## src/rtl/rec_controller_pkg.sv

```systemverilog
// Shared types and defaults for the I2S recording controller.
// Holds the FSM state encoding and the default SRAM word-address width.
package rec_ctrl_pkg;

  localparam int ADDR_W_DEF = 20;

  typedef enum logic [1:0] {
    ST_IDLE   = 2'd0,
    ST_RECORD = 2'd1,
    ST_PAUSE  = 2'd2,
    ST_DONE   = 2'd3
  } rec_state_e;

endpackage

```

## src/rtl/rec_controller_if.sv

```systemverilog
// Command, recorder and SRAM-write signals of the recording controller.
// The slave side is the controller; the master side drives commands and observes the SRAM port.
interface rec_controller_if
  import rec_ctrl_pkg::*;
#(
  parameter int ADDR_W = ADDR_W_DEF
);
  logic              i_start;
  logic              i_pause;
  logic              i_stop;
  logic              i_lrc;
  logic [15:0]       i_rec_data;
  logic              o_rec_start;
  logic [ADDR_W-1:0] o_sram_addr;
  logic [15:0]       o_sram_wdata;
  logic              o_sram_we_n;
  logic [ADDR_W:0]   o_rec_len;
  logic [1:0]        o_state;
  logic              o_full;

  modport slave (
    input  i_start, i_pause, i_stop, i_lrc, i_rec_data,
    output o_rec_start, o_sram_addr, o_sram_wdata, o_sram_we_n, o_rec_len, o_state, o_full
  );

  modport master (
    output i_start, i_pause, i_stop, i_lrc, i_rec_data,
    input  o_rec_start, o_sram_addr, o_sram_wdata, o_sram_we_n, o_rec_len, o_state, o_full
  );
endinterface

```

## src/rtl/rec_controller_lrc_edge_det.sv

```systemverilog
// Rising-edge detector for the I2S left/right clock.
// rise is combinational: high in the cycle lrc is 1 and its one-cycle-old copy is 0.
module lrc_edge_det (
  input  logic i_clk,
  input  logic i_rst,
  input  logic lrc,
  output logic rise
);
  logic lrc_q;
  logic lrc_d;

  always_comb begin
    lrc_d = lrc;
  end

  always_ff @(posedge i_clk) begin
    if (i_rst) begin
      lrc_q <= 1'b0;
    end else begin
      lrc_q <= lrc_d;
    end
  end

  assign rise = lrc & ~lrc_q;
endmodule

```

## src/rtl/rec_controller.sv

```systemverilog
// Recording controller: writes one I2S sample per lrc rising edge into SRAM, with pause/stop/full handling.
// Write strobe lands one cycle after the sample event; the first event after (re)entering RECORD is skipped.
module rec_controller
  import rec_ctrl_pkg::*;
#(
  parameter int                ADDR_W   = ADDR_W_DEF,
  parameter logic [ADDR_W-1:0] MAX_ADDR = {ADDR_W{1'b1}}
) (
  input  logic            i_clk,
  input  logic            i_rst,
  rec_controller_if.slave bus
);
  rec_state_e        state_q, state_d;
  logic [ADDR_W-1:0] addr_q, addr_d;
  logic [ADDR_W:0]   len_q, len_d;
  logic              full_q, full_d;
  logic              skip_q, skip_d;
  logic              we_n_q, we_n_d;
  logic [15:0]       wdata_q, wdata_d;
  logic              rec_start_q, rec_start_d;
  logic              lrc_rise;
  logic              hit_max;

  lrc_edge_det u_lrc_edge_det (
    .i_clk (i_clk),
    .i_rst (i_rst),
    .lrc   (bus.i_lrc),
    .rise  (lrc_rise)
  );

  always_comb begin
    state_d     = state_q;
    addr_d      = addr_q;
    len_d       = len_q;
    full_d      = full_q;
    skip_d      = skip_q;
    we_n_d      = 1'b1;
    wdata_d     = wdata_q;
    rec_start_d = 1'b0;
    hit_max     = 1'b0;

    // An issued strobe always retires here, whatever the state has moved to.
    if (!we_n_q) begin
      len_d = len_q + 1'b1;
      if (addr_q == MAX_ADDR) begin
        full_d  = 1'b1;
        hit_max = 1'b1;
      end else begin
        addr_d = addr_q + 1'b1;
      end
    end

    case (state_q)
      ST_IDLE, ST_DONE: begin
        if (bus.i_start) begin
          addr_d      = '0;
          len_d       = '0;
          full_d      = 1'b0;
          skip_d      = 1'b1;
          rec_start_d = 1'b1;
          state_d     = ST_RECORD;
        end
      end
      ST_RECORD: begin
        if (bus.i_stop) begin
          state_d = ST_DONE;
        end else if (bus.i_pause) begin
          state_d = ST_PAUSE;
        end else if (lrc_rise) begin
          // The first edge after entry may belong to a half-captured frame.
          if (skip_q) begin
            skip_d = 1'b0;
          end else begin
            we_n_d  = 1'b0;
            wdata_d = bus.i_rec_data;
          end
        end
      end
      ST_PAUSE: begin
        if (bus.i_stop) begin
          state_d = ST_DONE;
        end else if (bus.i_start) begin
          skip_d  = 1'b1;
          state_d = ST_RECORD;
        end
      end
    endcase

    if (hit_max) begin
      state_d = ST_DONE;
    end
  end

  always_ff @(posedge i_clk) begin
    if (i_rst) begin
      state_q     <= ST_IDLE;
      addr_q      <= '0;
      len_q       <= '0;
      full_q      <= 1'b0;
      skip_q      <= 1'b0;
      we_n_q      <= 1'b1;
      wdata_q     <= '0;
      rec_start_q <= 1'b0;
    end else begin
      state_q     <= state_d;
      addr_q      <= addr_d;
      len_q       <= len_d;
      full_q      <= full_d;
      skip_q      <= skip_d;
      we_n_q      <= we_n_d;
      wdata_q     <= wdata_d;
      rec_start_q <= rec_start_d;
    end
  end

  assign bus.o_rec_start  = rec_start_q;
  assign bus.o_sram_addr  = addr_q;
  assign bus.o_sram_wdata = wdata_q;
  assign bus.o_sram_we_n  = we_n_q;
  assign bus.o_rec_len    = len_q;
  assign bus.o_state      = state_q;
  assign bus.o_full       = full_q;
endmodule

```

## src/flat_wrapper.sv

```systemverilog
// flat-port wrapper written by rule: the top's interface ports become plain ports
module rec_controller_flat import rec_ctrl_pkg::*;
#(
  parameter int                ADDR_W   = ADDR_W_DEF,
  parameter logic [ADDR_W-1:0] MAX_ADDR = {ADDR_W{1'b1}}
)
  (i_clk, i_rst, bus_i_start, bus_i_pause, bus_i_stop, bus_i_lrc, bus_i_rec_data, bus_o_rec_start, bus_o_sram_addr, bus_o_sram_wdata, bus_o_sram_we_n, bus_o_rec_len, bus_o_state, bus_o_full);
  rec_controller_if #(.ADDR_W(ADDR_W)) bus_i ();
  input  logic i_clk;
  input  logic i_rst;
  input wire logic [$bits(bus_i.i_start)-1:0] bus_i_start;
  input wire logic [$bits(bus_i.i_pause)-1:0] bus_i_pause;
  input wire logic [$bits(bus_i.i_stop)-1:0] bus_i_stop;
  input wire logic [$bits(bus_i.i_lrc)-1:0] bus_i_lrc;
  input wire logic [$bits(bus_i.i_rec_data)-1:0] bus_i_rec_data;
  output wire logic [$bits(bus_i.o_rec_start)-1:0] bus_o_rec_start;
  output wire logic [$bits(bus_i.o_sram_addr)-1:0] bus_o_sram_addr;
  output wire logic [$bits(bus_i.o_sram_wdata)-1:0] bus_o_sram_wdata;
  output wire logic [$bits(bus_i.o_sram_we_n)-1:0] bus_o_sram_we_n;
  output wire logic [$bits(bus_i.o_rec_len)-1:0] bus_o_rec_len;
  output wire logic [$bits(bus_i.o_state)-1:0] bus_o_state;
  output wire logic [$bits(bus_i.o_full)-1:0] bus_o_full;
  assign bus_i.i_start = bus_i_start;
  assign bus_i.i_pause = bus_i_pause;
  assign bus_i.i_stop = bus_i_stop;
  assign bus_i.i_lrc = bus_i_lrc;
  assign bus_i.i_rec_data = bus_i_rec_data;
  assign bus_o_rec_start = bus_i.o_rec_start;
  assign bus_o_sram_addr = bus_i.o_sram_addr;
  assign bus_o_sram_wdata = bus_i.o_sram_wdata;
  assign bus_o_sram_we_n = bus_i.o_sram_we_n;
  assign bus_o_rec_len = bus_i.o_rec_len;
  assign bus_o_state = bus_i.o_state;
  assign bus_o_full = bus_i.o_full;
  rec_controller #(.ADDR_W(ADDR_W), .MAX_ADDR(MAX_ADDR)) u_core (.i_clk(i_clk), .i_rst(i_rst), .bus(bus_i));
endmodule
```

## config.mk

```make
export PLATFORM = sky130hd
export DESIGN_NAME = rec_controller_flat
export DESIGN_NICKNAME = d
export VERILOG_FILES = /design/src/rtl/rec_controller_pkg.sv /design/src/rtl/rec_controller_if.sv /design/src/rtl/rec_controller_lrc_edge_det.sv /design/src/rtl/rec_controller.sv /design/src/flat_wrapper.sv
export SDC_FILE = /design/constraint.sdc
export NUM_CORES = 1
export LEC_CHECK = 0
export BUFFER_PORTS_ARGS = -buffer_cell sky130_fd_sc_hd__buf_4
export CELL_PAD_IN_SITES_DETAIL_PLACEMENT = 1
export CELL_PAD_IN_SITES_GLOBAL_PLACEMENT = 1
export CORE_ASPECT_RATIO = 0.75
export CORE_MARGIN = 5
export CORE_UTILIZATION = 37
export DETAILED_ROUTE_END_ITERATION = 7
export PLACE_DENSITY = 0.78
export REMOVE_ABC_BUFFERS = 1
export SLEW_MARGIN = 20
export SYNTH_ARGS = -nofsm -noshare
export SYNTH_HDL_FRONTEND = slang
export SYNTH_HIERARCHICAL = 1
export SYNTH_SLANG_ARGS = --single-unit
```

## constraint.sdc

```tcl
create_clock -name i_clk -period 2.2 [get_ports i_clk]
set_clock_uncertainty 0.15 [all_clocks]
set_input_delay 0.22 -clock i_clk [delete_from_list [all_inputs] [get_ports i_clk]]
set_output_delay 0.22 -clock i_clk [all_outputs]
set_load 0.005 [all_outputs]
```

After elaboration in Yosys (flattened, before gate mapping)

Cells that the tools add are included.

Add/subtract/negate cells: 2
Eq/ne operators: 9
Muxes and demuxes: 27
Bitwise logic cells: 8
Reduce and logical (&&, ||, !) cells: 6

Operators with widths:

| operator                | number |
|---|---|
| $mux W20                | 4 |
| $mux W21                | 3 |
| $add A21 B1 Y21 const B | 1 |
| $add A20 B1 Y20 const B | 1 |
| $eq A20 B20 Y1 const B  | 1 |
| $mux W1                 | 13 |
| $mux W2                 | 5 |
| $not A1 Y1              | 7 |
| $ne A2 B2 Y1 const B    | 3 |
| $pmux W2 S3             | 1 |
| $reduce_and A5 Y1       | 1 |
| $reduce_or A5 Y1        | 1 |
| $eq A2 B2 Y1 const B    | 2 |
| $ne A4 B3 Y1 const B    | 1 |
| $reduce_and A4 Y1       | 1 |
| $reduce_or A2 Y1        | 2 |
| $pmux W1 S3             | 1 |
| $eq A2 B1 Y1 const B    | 1 |
| $logic_not A2 Y1        | 1 |
| $ne A2 B1 Y1 const B    | 1 |
| $and A1 B1 Y1           | 1 |

Register bits: 64
Output and inout port bits: 62
Logic and storage cells: 61

Depth between registers and ports, before layout

Depth after elaboration: 6
Depth in mapped cells: 8

By module

Netlist, hierarchy kept.

By module, submodules not included:

| module         | instances | cells each | area each (um2) | sequential area each (um2) |
|---|---|---|---|---|
| rec_controller | 1         | 326        | 2733.9          | 1261.2 |
| lrc_edge_det   | 1         | 3          | 47.5            | 20.0 |

Least setup slack after synthesis

OpenSTA, ideal clock, no wires.

Kind: register -> register
Start point: register u_core.addr_q[12], in the netlist u_core/bus.o_sram_addr[12]
End point: register u_core.addr_q[19], in the netlist u_core/bus.o_sram_addr[19]
Library setup time: 71 ps
Arrival time: 1696 ps
Data required time: 1979 ps
Slack: 284 ps
Stages on the path, launching flop included: 6
Buffers on the path: 0
Clock period less this slack: 1916 ps
Cell sequence: dfxtp_1 -> nand4_2 -> or3_1 -> or4_4 -> xor2_1 -> a21oi_1

Cells in the longest elaborated chain, start to end: 5

RTL lines:

| what                                              | RTL line                                   | text |
|---|---|---|
| start: declaration                                | rec_controller.sv:14                       | `logic [ADDR_W-1:0] addr_q, addr_d;` |
| start signal: assignment                          | rec_controller.sv:106                      | `addr_q <= addr_d;` |
| $add A20 B1 Y20 or $eq A20 B20 Y1 (tied branches) | rec_controller.sv:49, rec_controller.sv:45 |  |
| $mux W20 (*)                                      | rec_controller.sv:45                       | `if (addr_q == MAX_ADDR) begin` |
| $mux W20 (*)                                      | rec_controller.sv:43                       | `if (!we_n_q) begin` |
| $mux W20                                          | rec_controller.sv:55                       | `if (bus.i_start) begin` |
| $mux W20 (*)                                      | rec_controller.sv:53                       | `case (state_q)` |

Every way passes the cells marked *; elsewhere a longest branch is shown, timed or not.
A chain may end at the register's enable or synchronous reset.

Final worst setup path

Start point: register u_core.addr_q[15], in the netlist u_core/bus.o_sram_addr[15]
End point: register u_core.addr_q[19], in the netlist u_core/bus.o_sram_addr[19]

Same word-level chain as after synthesis.

==> summary.md <==
| Metric | Value |
|---|---|
| Initial drt markers | `90` |
| Routed via count | `2752` |
| Reg-to-reg slack, setup | `0.16 ns` |
| Unrepaired setup endpoints after global routing | `no` |
| Synth unique cells | `40` |
| Final Wtd Congestion | `0.825` |
| Crit-path max FO | `5` |
| Status | `finished clean` |
| Area leader, netlist | `dfxtp_1` |
| Drt pass-1 iters | `4` |
| CTS H-Tree Depth | `3` |
| Cell Pwr Density | `589 nW/um^2` |
| Synth cell count leaders | `dfxtp_1 (64), nor2_1 (51), nand2_1 (44), a21oi_1 (33), xor2_1 (17)` |
| Final Cell Area | `4020 sq um` |
| # Max-Cap Violations | `0` |
| Most common cell in the netlist | `dfxtp_1` |
| Core ar. | `7330 sq um` |
| Largest cells by area after synthesis | `dfxtp_1 (46%), nor2_1 (6.9%), a21oi_1 (5.9%), nand2_1 (5.9%), xor2_1 (5.4%)` |
| Vias per cell | `4.99` |
| Placed cell count | `519` |
| Switching part of the total | `0.222` |
| Initial antenna violation count | `0` |
| Leakage | `1.62 nW` |
| Ports | `84` |
| Synth Area per Inst | `8.45 sq um` |
| CTS max path bufs | `2` |
| Setup total negative slack | `0 ns` |
| R2R cell count | `5` |
| Initial Util | `0.379` |
| Drc violations | `0` |
| Post-synthesis sequential area ratio | `0.461` |
| CP Capture Type | `flop` |
| Synth Cell Area | `2780 sq um` |
| FF-to-FF End | `u_core/bus.o_sram_addr[19]` |
| Reg2reg start | `u_core/bus.o_sram_addr[15]` |
| First-pass GRT wire length | `14100 um` |
| Comb power frac | `0.073` |
| Postcts setup bufs | `0` |
| Critical path type | `flop to flop` |
| Hold path cells | `3` |
| Ys flop type | `dfxtp_1` |
| Power share of the sequential group | `0.499` |
| Worst slew pin tran | `0.495 ns` |
| Ant diodes | `0` |
| Fin. Hold Viols | `0` |
| GRT Util Overall | `0.189` |
| Synth-to-Final Area Change | `44.4%` |
| Detailed Place HPWL | `6130 um` |
| Worst rel slew slack | `0.661` |
| Die Ht | `85.1 um` |
| Fraction of layout cells with a size suffix above 1 | `0.286` |
| GRT Residual Overflow | `0` |
| Hold WS | `0.0241 ns` |
| #FFs+latches synth | `64` |
| Num CTS Buffers | `9` |
| Clock Pin Slew Worst Setup and Hold Paths | `0.07 ns` |
| # port buffers | `83` |
| Fmax | `489 MHz` |
| Top-area cell type share of the netlist area | `0.461` |
| Later-pin clock latency in the skew report | `0.33 ns` |
| Endpoints failing setup | `0` |
| Worst Hold Path EP | `u_core/bus.o_rec_start` |
| CTS tree | `yes` |
| Ys async rst share | `0` |
| Psw | `0.000525 W` |
| Fill count | `900` |
| Post-Synthesis Cells | `329` |
| Placed instance area | `3640 sq um` |
| Hold wc startpoint | `bus_i_start` |
| Pin count of the biggest net entering global routing | `42` |
| NumNets Final | `472` |
| Post-Place Worst Slack | `0.157 ns` |
| Yosys warning total | `6` |
| Worst VDD drop | `360 uV` |
| EDFF count, synth | `0` |
| Setup WS post-layout | `0.155 ns` |
| Die X | `110 um` |
| Avg WL per Cell | `15.6 um` |
| Post-route ant nets | `0` |
| Max Slew Vio Count | `0` |
| Routed wire length | `8600 um` |
| Period utilisation layout | `0.930` |
| Site row count | `27` |
| Clock share of power | `0.428` |
| Layout Cells excl Fill | `552` |
| Root buffer cell | `clkbuf_8` |
| Pint | `0.00184 W` |
| Critical Path RT | `2.30 ns` |
| Clock sink count | `64` |
| Worst min path class | `input pin to flop` |
| Arr. time, crit path | `2.15 ns` |
| Tmin final | `2.04 ns` |
| Startpoint type of the worst setup path | `flop` |
| Vias in the first global route | `2817` |
| Die ar. | `9370 sq um` |
==> metrics by stage <==
stage	utilization	power (W)
floorplan	-	0.00127
CTS	0.547	0.00240
global placement	0.496	0.00135
detailed placement	0.496	0.00135
finish	0.548	0.00236
global route	0.548	0.00248
==> flip-flops by register name (all words and copies together), names as in the netlist <==
| signal | flops |
|---|---|
| u_core/bus.o_sram_addr | 20 |
| u_core/bus.o_rec_len | 21 |
| u_core/bus.o_rec_start | 1 |
| u_core/bus.o_sram_we_n | 1 |
| u_core/skip_q | 1 |
| u_core/bus.o_state | 2 |
| u_core/u_lrc_edge_det/lrc_q | 1 |
| u_core/bus.o_sram_wdata | 16 |
| u_core/bus.o_full | 1 |
==> power groups by stage <==
stage	logic (W)	clock network, W	registers (W)
after floorplan	0.0000659	0	0.00120
after global placement	0.000144	0	0.00120
after detailed placement	0.000147	0	0.00121
after CTS	0.000172	0.00104	0.00118
after global routing	0.000191	0.00111	0.00118
final	0.000173	0.00101	0.00118
==> logic make-up after synthesis <==
| group | share of synthesized area |
|---|---|
| AO/OA/AOI/OAI | 0.0927 |
| XOR/XNOR | 0.104 |
| adder cells (fa/ha/maj) | 0.0180 |
| buffers and inverters | 0.0283 |
| flip-flops | 0.461 |
| multiplexers | 0.0112 |
| AND/OR/NAND/NOR | 0.285 |
==> layer usage <==
layer	part of all wire	vias up	wire [um]	GRT usage
li1	-	1353	-	-
met1	0.44	1311	3790	0.230
met2	0.48	78	4130	0.316
met3	0.069	10	596	0.0692
met4	0.0095	0	82	0.0470
met5	0	-	0	0
==> critical path: stages (launching register included) <==
cell and delay, ns:
dfxtp_1 0.40, nand4_2 0.20, or3_1 0.44, or4_4 0.49, xor2_1 0.15, a21oi_1 0.13
==> worst max path at each step <==
| stage | startpoint | to | slack [ns] |
|---|---|---|---|
| 4_1_cts | u_core/bus.o_sram_addr[0] | u_core/bus.o_sram_addr[19] | 0.13 |
| 3_5_place_dp | u_core/bus.o_sram_addr[0] | u_core/bus.o_state[0] | 0.16 |
| 3_3_place_gp | u_core/bus.o_sram_addr[14] | u_core/bus.o_sram_addr[19] | 0.23 |
| 2_1_floorplan | u_core/bus.o_sram_addr[17] | u_core/bus.o_sram_addr[11] | -0.23 |
| 5_1_grt | u_core/bus.o_sram_addr[0] | u_core/bus.o_sram_addr[18] | 0.05 |
| 6_report | u_core/bus.o_sram_addr[15] | u_core/bus.o_sram_addr[19] | 0.16 |
==> repair_timing <==
action | 4_1_cts | 5_1_grt
setup endpoints to repair | 0 | 5
resized for setup | 0 | 2
hold buffers | 17 | 0
hold endpoints to repair | 17 | 0
==> area by class of cell <==
cell class,count,area [sq um],share of cell area
multi-input combinational,244,1430,0.357
sequential,64,1280,0.319
timing repair buffer,119,948,0.236
tap,101,126,0.0315
inverter,8,30.0,0.00747
clock buffer,13,159,0.0396
clock inverter,3,40.0,0.00997
==> cells in the final DEF (no fill, tap or decap), drive strengths merged, types with 2 or more instances in the layout <==
cell | netlist | layout
nand2 | 44 | 44
dlygate4sd3 | 0 | 17
or4 | 3 | 3
dfxtp | 64 | 64
nor2b | 3 | 3
xnor2 | 16 | 16
nand3 | 10 | 10
nor4 | 5 | 5
clkinv | 0 | 2
inv | 8 | 8
xor2 | 17 | 17
nor2 | 51 | 51
nor3 | 6 | 6
o21ai | 6 | 6
a21oi | 33 | 33
clkbuf | 13 | 13
nand2b | 4 | 4
buf | 0 | 102
ha | 4 | 4
and3 | 4 | 4
or4b | 2 | 2
or3 | 6 | 6
mux2i | 2 | 2
or2 | 2 | 2
nand4b | 2 | 2
nand4 | 11 | 11
Power figures use the tool's default switching activity.
